===== config.mk =====
export PLATFORM = sky130hd
export DESIGN_NAME = dcache_miss_arbiter
export DESIGN_NICKNAME = d
export VERILOG_FILES = /design/src/rtl/dcache_miss_arbiter.sv
export SDC_FILE = /design/constraint.sdc
export NUM_CORES = 1
export LEC_CHECK = 0
export CELL_PAD_IN_SITES_DETAIL_PLACEMENT = 1
export CELL_PAD_IN_SITES_GLOBAL_PLACEMENT = 2
export CORE_ASPECT_RATIO = 0.75
export CORE_MARGIN = 2
export CORE_UTILIZATION = 25
export DETAILED_ROUTE_END_ITERATION = 8
export HOLD_SLACK_MARGIN = 0.02
export PLACE_DENSITY = 0.81
export REMOVE_ABC_BUFFERS = 1
export SLEW_MARGIN = 20
export SYNTH_ARGS = -nofsm -noshare
export SYNTH_HDL_FRONTEND = slang
export SYNTH_SLANG_ARGS = --single-unit
export TNS_END_PERCENT = 10

===== constraint.sdc =====
create_clock -name clk -period 4.3 [get_ports clk]
set_input_delay 0.86 -clock clk [delete_from_list [all_inputs] [get_ports clk]]
set_output_delay 0.86 -clock clk [all_outputs]
set_load 0.02 [all_outputs]

===== src/rtl/dcache_miss_arbiter.sv =====
// Round-robin arbiter sharing NUM_CHANNELS memory channels among the data
// cache miss slots; each channel runs its own request/relay handshake.
module dcache_miss_arbiter #(
    parameter int ADDR_BITS     = 8,
    parameter int DATA_BITS     = 8,
    parameter int NUM_CONSUMERS = 4,
    parameter int NUM_CHANNELS  = 2
) (
    input  logic                               clk,
    input  logic                               reset,
    input  logic [NUM_CONSUMERS-1:0]           consumer_read_valid,
    input  logic [ADDR_BITS*NUM_CONSUMERS-1:0] consumer_read_address,
    output logic [NUM_CONSUMERS-1:0]           consumer_read_ready,
    output logic [DATA_BITS*NUM_CONSUMERS-1:0] consumer_read_data,
    input  logic [NUM_CONSUMERS-1:0]           consumer_write_valid,
    input  logic [ADDR_BITS*NUM_CONSUMERS-1:0] consumer_write_address,
    input  logic [DATA_BITS*NUM_CONSUMERS-1:0] consumer_write_data,
    output logic [NUM_CONSUMERS-1:0]           consumer_write_ready,
    output logic [NUM_CHANNELS-1:0]            mem_read_valid,
    output logic [ADDR_BITS*NUM_CHANNELS-1:0]  mem_read_address,
    input  logic [NUM_CHANNELS-1:0]            mem_read_ready,
    input  logic [DATA_BITS*NUM_CHANNELS-1:0]  mem_read_data,
    output logic [NUM_CHANNELS-1:0]            mem_write_valid,
    output logic [ADDR_BITS*NUM_CHANNELS-1:0]  mem_write_address,
    output logic [DATA_BITS*NUM_CHANNELS-1:0]  mem_write_data,
    input  logic [NUM_CHANNELS-1:0]            mem_write_ready
);

    localparam int unsigned NC  = NUM_CONSUMERS;
    localparam int unsigned NCH = NUM_CHANNELS;
    localparam int unsigned AB  = ADDR_BITS;
    localparam int unsigned DB  = DATA_BITS;
    localparam int unsigned CW  = (NUM_CONSUMERS > 1) ? $clog2(NUM_CONSUMERS) : 1;

    typedef enum logic [2:0] {
        IDLE,
        READ_WAITING,
        WRITE_WAITING,
        READ_RELAYING,
        WRITE_RELAYING
    } state_t;

    state_t                r_state    [NCH];
    state_t                w_state_nx [NCH];
    logic [CW-1:0]         r_owner    [NCH];
    logic [CW-1:0]         w_owner_nx [NCH];
    logic [NC-1:0]         r_claim, w_claim_nx;
    logic [NC-1:0]         w_taken;
    logic [CW-1:0]         r_rr, w_rr_nx;
    logic [CW-1:0]         w_c, w_pick;
    logic                  w_found;

    logic [NCH-1:0]        r_mrv, w_mrv_nx, r_mwv, w_mwv_nx;
    logic [AB*NCH-1:0]     r_mra, w_mra_nx, r_mwa, w_mwa_nx;
    logic [DB*NCH-1:0]     r_mwd, w_mwd_nx;
    logic [NC-1:0]         r_crr, w_crr_nx, r_cwr, w_cwr_nx;
    logic [DB*NC-1:0]      r_crd, w_crd_nx;

    always_ff @(posedge clk or posedge reset) begin
        if (reset) begin
            for (int unsigned ch = 0; ch < NCH; ch++) begin
                r_state[ch] <= IDLE;
                r_owner[ch] <= '0;
            end
            r_claim <= '0;
            r_rr    <= '0;
            r_mrv   <= '0;
            r_mra   <= '0;
            r_mwv   <= '0;
            r_mwa   <= '0;
            r_mwd   <= '0;
            r_crr   <= '0;
            r_crd   <= '0;
            r_cwr   <= '0;
        end else begin
            r_state <= w_state_nx;
            r_owner <= w_owner_nx;
            r_claim <= w_claim_nx;
            r_rr    <= w_rr_nx;
            r_mrv   <= w_mrv_nx;
            r_mra   <= w_mra_nx;
            r_mwv   <= w_mwv_nx;
            r_mwa   <= w_mwa_nx;
            r_mwd   <= w_mwd_nx;
            r_crr   <= w_crr_nx;
            r_crd   <= w_crd_nx;
            r_cwr   <= w_cwr_nx;
        end
    end

    always_comb begin
        w_state_nx = r_state;
        w_owner_nx = r_owner;
        w_claim_nx = r_claim;
        w_rr_nx    = r_rr;
        w_taken    = '0;
        w_c        = '0;
        w_pick     = '0;
        w_found    = 1'b0;
        w_mrv_nx   = r_mrv;
        w_mra_nx   = r_mra;
        w_mwv_nx   = r_mwv;
        w_mwa_nx   = r_mwa;
        w_mwd_nx   = r_mwd;
        w_crr_nx   = r_crr;
        w_crd_nx   = r_crd;
        w_cwr_nx   = r_cwr;
        for (int unsigned ch = 0; ch < NCH; ch++) begin
            case (r_state[ch])
                IDLE: begin
                    // r_claim (not the next-state copy) keeps a just-released slot out until next cycle
                    w_found = 1'b0;
                    w_pick  = '0;
                    for (int unsigned k = 0; k < NC; k++) begin
                        w_c = CW'((r_rr + k) % NC);
                        if (!w_found && (consumer_read_valid[w_c] || consumer_write_valid[w_c])
                                && !r_claim[w_c] && !w_taken[w_c]) begin
                            w_found = 1'b1;
                            w_pick  = w_c;
                        end
                    end
                    if (w_found) begin
                        w_taken[w_pick]    = 1'b1;
                        w_claim_nx[w_pick] = 1'b1;
                        w_owner_nx[ch]     = w_pick;
                        w_rr_nx            = CW'((w_pick + 1) % NC);
                        if (consumer_read_valid[w_pick]) begin
                            w_mrv_nx[ch]            = 1'b1;
                            w_mra_nx[ch*AB +: AB]   = consumer_read_address[w_pick*AB +: AB];
                            w_state_nx[ch]          = READ_WAITING;
                        end else begin
                            w_mwv_nx[ch]            = 1'b1;
                            w_mwa_nx[ch*AB +: AB]   = consumer_write_address[w_pick*AB +: AB];
                            w_mwd_nx[ch*DB +: DB]   = consumer_write_data[w_pick*DB +: DB];
                            w_state_nx[ch]          = WRITE_WAITING;
                        end
                    end
                end
                READ_WAITING: begin
                    if (mem_read_ready[ch]) begin
                        w_mrv_nx[ch]                     = 1'b0;
                        w_crr_nx[r_owner[ch]]            = 1'b1;
                        w_crd_nx[r_owner[ch]*DB +: DB]   = mem_read_data[ch*DB +: DB];
                        w_state_nx[ch]                   = READ_RELAYING;
                    end
                end
                WRITE_WAITING: begin
                    if (mem_write_ready[ch]) begin
                        w_mwv_nx[ch]          = 1'b0;
                        w_cwr_nx[r_owner[ch]] = 1'b1;
                        w_state_nx[ch]        = WRITE_RELAYING;
                    end
                end
                READ_RELAYING: begin
                    if (!consumer_read_valid[r_owner[ch]]) begin
                        w_crr_nx[r_owner[ch]]   = 1'b0;
                        w_claim_nx[r_owner[ch]] = 1'b0;
                        w_state_nx[ch]          = IDLE;
                    end
                end
                WRITE_RELAYING: begin
                    if (!consumer_write_valid[r_owner[ch]]) begin
                        w_cwr_nx[r_owner[ch]]   = 1'b0;
                        w_claim_nx[r_owner[ch]] = 1'b0;
                        w_state_nx[ch]          = IDLE;
                    end
                end
                default: w_state_nx[ch] = IDLE;
            endcase
        end
    end

    assign mem_read_valid       = r_mrv;
    assign mem_read_address     = r_mra;
    assign mem_write_valid      = r_mwv;
    assign mem_write_address    = r_mwa;
    assign mem_write_data       = r_mwd;
    assign consumer_read_ready  = r_crr;
    assign consumer_read_data   = r_crd;
    assign consumer_write_ready = r_cwr;

endmodule


# ---- Word level (Yosys, flattened, before mapping)
# Cells that the tools add are included.
dict set report op_classes {
  addsub 7
  n_lt_le_gt_ge 12
  eq_ne 22
  n_shift 10
  n_mux 148
  bitwise 16
  n_reduce_logical 65
}
# op count
set ops {}
lappend ops {{$shiftx 32x6->8} 6}
lappend ops {{$mux 32} 4}
lappend ops {{$neg 5->34} 2}
lappend ops {{$shift 8x34->32 const A} 2}
lappend ops {{$shiftx 8x34->32} 2}
lappend ops {{$bwmux 32} 2}
lappend ops {{$mux 4} 16}
lappend ops {{$mux 1} 58}
lappend ops {{$bmux 1 s2} 26}
lappend ops {{$mux 2} 16}
lappend ops {{$pmux 4 s2} 4}
lappend ops {{$mux 3} 10}
lappend ops {{$pmux 3 s5} 2}
lappend ops {{$logic_and 1x1->1} 25}
lappend ops {{$and 4x4->4} 6}
lappend ops {{$lt 2x3->1 const B} 8}
lappend ops {{$ne 2x2->1 const B} 12}
lappend ops {{$or 4x4->4} 6}
lappend ops {{$pmux 4 s3} 2}
lappend ops {{$logic_not 1->1} 18}
lappend ops {{$reduce_and 4->1} 4}
lappend ops {{$eq 3x2->1 const B} 4}
lappend ops {{$reduce_and 3->1} 4}
lappend ops {{$reduce_and 5->1} 2}
lappend ops {{other kinds (14)} 39}
dict set report totals {
  reg_bits 108
  in_bits 126
  word_cells 299
}

# ---- Depth between registers and ports, before layout
dict set report depth {
  depth_word 62
  depth_mapped 19
  ltp_nobuf 15
}

# ---- Worst setup path before layout
# No wires, ideal clock.
dict set report synth_path {
  path_kind {input-to-reg}
  start {input consumer_read_valid[2]}
  end {register r_mwa[8], in the netlist mem_write_address[8]}
  setup_time_ns 0.128
  arrival_ns 4.848
  required_ns 4.172
  setup_slack_ns -0.675
  path_stages 17
  path_cell_list {o21bai_2 mux2_2 nor2_1 nor3_2 clkinv_1 clkbuf_1 buf_1 ha_1 mux4_2 and2_1 a211oi_4 nand2_1 a32oi_4 mux2i_1 a22o_1 buf_4 mux2_1}
}
dict set report synth_between {
  elab_chain_len 59
  word_cells_on_any_way 89
  classes_between {2 x order compare; 1 x shift; 48 x mux; 1 x bitwise; 37 x reduce/logical}
}
# item line_no
set synth_lines {}
lappend synth_lines {{start, declared} 11} ;# input logic [NUM_CONSUMERS-1:0] consumer_read_valid,
lappend synth_lines {{branches (longest 59 deep; another with $bmux 1 s2)} --}
lappend synth_lines {{end signal, assigned} 83} ;# r_mwa <= w_mwa_nx;
lappend synth_lines {{end, declared} 54} ;# logic [AB*NCH-1:0] r_mra, w_mra_nx, r_mwa, w_mwa_nx;
# Parallel ways; which one is timed is not known. The select of a mux whose other input is x is not followed.
# A chain may end at the register's enable or synchronous reset.

# ---- Worst setup path in the final report
dict set report layout_path {
  start {input consumer_read_valid[0]}
  end {register r_mwa[10], in the netlist mem_write_address[10]}
}
# Same word-level chain as after synthesis.

==> results summary <==
The run finished with clean final reports. The average wire length per cell after detail routing is between 20 and 25 microns. The aggregate routed wire length came out at between 30 and 40 mm.

Setup violations remaining at the end of the flow were counted as 0. The number of hold-slack violations in the final timing report came out at 0. The global router's overall resource usage is 20.18%. The headroom to the max-slew limit came out at 31.42%. Setup repair after global routing could not meet its margin everywhere.

The post-route DRC violation count is 0. The number of global-route vias before repair came out at slightly below 8k. The critical setup path kind is in -> reg. After synthesis, the netlist uses 64 different library cells. The root buffer cell chosen for the clock tree is sky130_fd_sc_hd__clkbuf_16. TritonCTS built the clock tree. The signal on the critical path passes through buf_4, o21ba_4, nand2_4, a21oi_4, nor3_4, ha_2, or4b_4, and3_4, nor3b_1, or3_4, a211oi_4, buf_12, buf_12, mux2_2, a222oi_1, mux2i_1. Among cell families on the critical path, the largest total delay comes from simple AND/OR/NAND/NOR gates.

The signal arrival time at the worst endpoint is 4.44 ns. The most used flip-flop cell after synthesis is sky130_fd_sc_hd__dfrtp_1. The core utilization of the finished layout came out at 39.15%. In this run the cell area of the synthesized design comes to 7144 sq um.

The number of buffers added by the clock tree synthesis step came out at 9. The number of inserted diodes came out at 0. Hold is met by 0.5109 ns. In the final design database the tool counted 1201 nets.

For the finished layout, the period the worst path requires is 4.198 ns. The post-detailed-route via-to-cell ratio came out at 5.167. The met1 track demand over resource in global routing is 28.37%. Counting along the longest clock path gives a buffer depth of 2.

The number of I/O port buffers came out at 217. After synthesis the netlist holds a flip-flop and latch count of 108. The setup total negative slack came out at 0 ns. The most numerous cell type found on the critical path is sky130_fd_sc_hd__buf_12. The floorplan step defined a die boundary enclosing 29960 sq um. The worst setup path is launched from a primary input. For this run, global-route usage on met3 was measured as about 4%. The first detailed-routing pass took 5 iterations. The synthesized instance count came out at 774. Compared with the post-synthesis result, the final layout area differs by 53.69%. The H-tree was split into 3 levels. For this block, the initial DRC count from the detailed router was 571. The Yosys step of the flow raised 0 warnings. Clock latency on the worst-skew pair, taken at its later pin, is about 0.37 ns. The I/O pin count is 218.

Leaving out fill and tap cells, the most frequent cell in the layout is sky130_fd_sc_hd__clkdlybuf4s50_1. The proportion of register bits with asynchronous set or reset after synthesis is 100.0%. Across the VDD grid, the largest voltage drop is 0.4856 mV. After legalization and detailed placement, the total HPWL measured about 22 mm. The worst min-delay path class is reg -> reg. In this run the static leakage power is 4.726 nW. The maximum clock frequency is 238.2 MHz. The global placement routability congestion is around 0.86. The highest cell delay on the worst timing path is 0.47 ns. The slowest stage of the critical path is the sky130_fd_sc_hd__or4b_4 cell.

The clock-pin transition on the worst setup and hold timing paths is 0.08 ns. The kind of capture point of the worst setup path is a flop. In this run the worst path has a maximum fanout of 5.

The fill cell total of the finished layout came out at 3203. The tool flagged a number of max-cap violations equal to 0. For this run, the register share of the synthesized area comes to 37.83%.

The initial antenna violation count is 0. The setup check on the worst reg-to-reg path leaves a slack of roughly 0.16 ns. The required time reported for the critical path endpoint is 4.54 ns. The actual slew at the worst max-slew pin is 1.027 ns. From left edge to right edge, the die measures 199.2 microns. The clock skew after layout came out at 0.01359 ns. Yosys mapped a number of flops with a built-in enable equal to 0. The first global-routing pass estimated 46.23 mm of wire. The ratio of cells with drive above 1 in the final layout is a little under a quarter. The top cell types in the final layout, fill and taps aside, are 209 x sky130_fd_sc_hd__clkdlybuf4s50_1, 134 x sky130_fd_sc_hd__nand2_1, 107 x sky130_fd_sc_hd__dfrtp_1, 87 x sky130_fd_sc_hd__buf_4, 75 x sky130_fd_sc_hd__a21oi_1.

The number of buffers and inverters on the critical path is 3. The total congestion overflow after global routing is 0. The power density normalized to cell area is 1012 nW/um^2. The pin count of the biggest net entering global routing came out at 49. After global routing, the most crowded layer is met2. The average cell area after synthesis came out at 9.230 sq um. The die height came out at around 150 microns. The effective utilization at floorplan is roughly a quarter. Global routing used around a third of the available met2 tracks. The final clock period utilization by the worst path came out at between 90% and 100%. The max-slew violation total from the final report was 0.

The post-detailed-route count of antenna-violating nets is 0. The total number of clock tree sinks is 108. The region available for standard cell placement spans 28050 sq um. The via count is 7467. The cell row count came out at 53.
cells in the mapped netlist, types with 10 or more instances:
cell / n / area, sq um
sky130_fd_sc_hd__nor2_1: 18 / 67.56
sky130_fd_sc_hd__o21ai_0: 25 / 125.1
sky130_fd_sc_hd__inv_1: 37 / 138.9
sky130_fd_sc_hd__a31oi_1: 26 / 162.7
sky130_fd_sc_hd__buf_4: 12 / 90.09
sky130_fd_sc_hd__clkbuf_1: 23 / 86.33
sky130_fd_sc_hd__mux2i_1: 34 / 340.3
sky130_fd_sc_hd__a222oi_1: 25 / 250.2
sky130_fd_sc_hd__a22oi_1: 26 / 195.2
sky130_fd_sc_hd__buf_2: 10 / 50.05
sky130_fd_sc_hd__a21o_1: 11 / 82.58
sky130_fd_sc_hd__mux2_2: 52 / 585.6
sky130_fd_sc_hd__ha_1: 20 / 250.2
sky130_fd_sc_hd__dfrtp_1: 108 / 2703
sky130_fd_sc_hd__a21oi_1: 79 / 395.4
sky130_fd_sc_hd__and3_1: 34 / 212.7
sky130_fd_sc_hd__nand2_1: 136 / 510.5
flip-flops by register name (all words and copies together) (netlist names):
name	count
mem_read_address	16
mem_read_valid	2
mem_write_address	16
consumer_read_data	32
r_rr	2
mem_write_valid	2
r_owner	4
consumer_write_ready	4
mem_write_data	16
consumer_read_ready	4
r_state	6
r_claim	4
timing repair:
item | 4_1_cts | 5_1_grt
pin swaps | 14 | 20
hold buffers | 0 | 0
resized for setup | 56 | 38
buffers inserted | 19 | 7
setup endpoints to repair | 30 | 27
per-stage QoR:
step	cells	total power, mW	area (sq um)	worst slack (ns)
after floorplan	725	5.972	6888	-4.079
after global placement	1405	9.319	10220	-0.6964
after detailed placement	1405	9.441	10220	-0.8166
after CTS	1440	10.93	10820	0.001684
after global routing	1445	11.86	10980	-0.04636
final	1445	11.11	10980	0.1025
path summary, 6_finish.rpt:
path / startpoint / endpoint / cells past startpoint
max in group asynchronous: reset / consumer_read_ready[2]$_DFF_PP0_ / 3
setup / recovery: consumer_read_valid[0] / mem_write_address[10]$_DFFE_PP0P_ / 16
setup reg to reg: r_claim[0]$_DFF_PP0_ / mem_write_address[8]$_DFFE_PP0P_ / 17
min in group asynchronous: reset / mem_write_address[0]$_DFFE_PP0P_ / 2
hold reg to reg: mem_write_data[4]$_DFFE_PP0P_ / mem_write_data[4]$_DFFE_PP0P_ / 1
hold / removal: mem_write_data[4]$_DFFE_PP0P_ / mem_write_data[4]$_DFFE_PP0P_ / 1
per-layer routing:
layer | wire [microns] | up-vias
met3 | 1969 | 25
li1 | - | 3405
met2 | 14070 | 236
met1 | 13980 | 3801
met5 | 0 | -
met4 | 426 | 0
power by group:
| group | internal [mW] | switching (mW) | total, mW | leakage, nW |
|---|---|---|---|---|
| clock network | 0.410 | 0.452 | 0.861 | 0.143 |
| logic | 4.06 | 4.18 | 8.23 | 3.28 |
| registers | 1.54 | 0.469 | 2.01 | 1.30 |
logic make-up after synthesis:
family	count (synthesis)	share of synthesized area, %
compound gates	227	21.70
fa+ha+maj	20	3.503
buf+inv	87	5.587
flops	108	37.83
mux	94	15.32
simple gates	238	16.06
layout make-up:
type                            instances  area, sq um  area share (%)
Clock buffer                            9        225.2           2.051
Clock inverter                          7        63.81          0.5811
Inverter                               38        145.1           1.322
Multi-Input combinational cell        579         4314           39.29
Sequential cell                       108         2704           24.62
Tap cell                              385        481.7           4.387
Timing Repair Buffer                  319         3047           27.75
(Power assumes the default switching activity.)
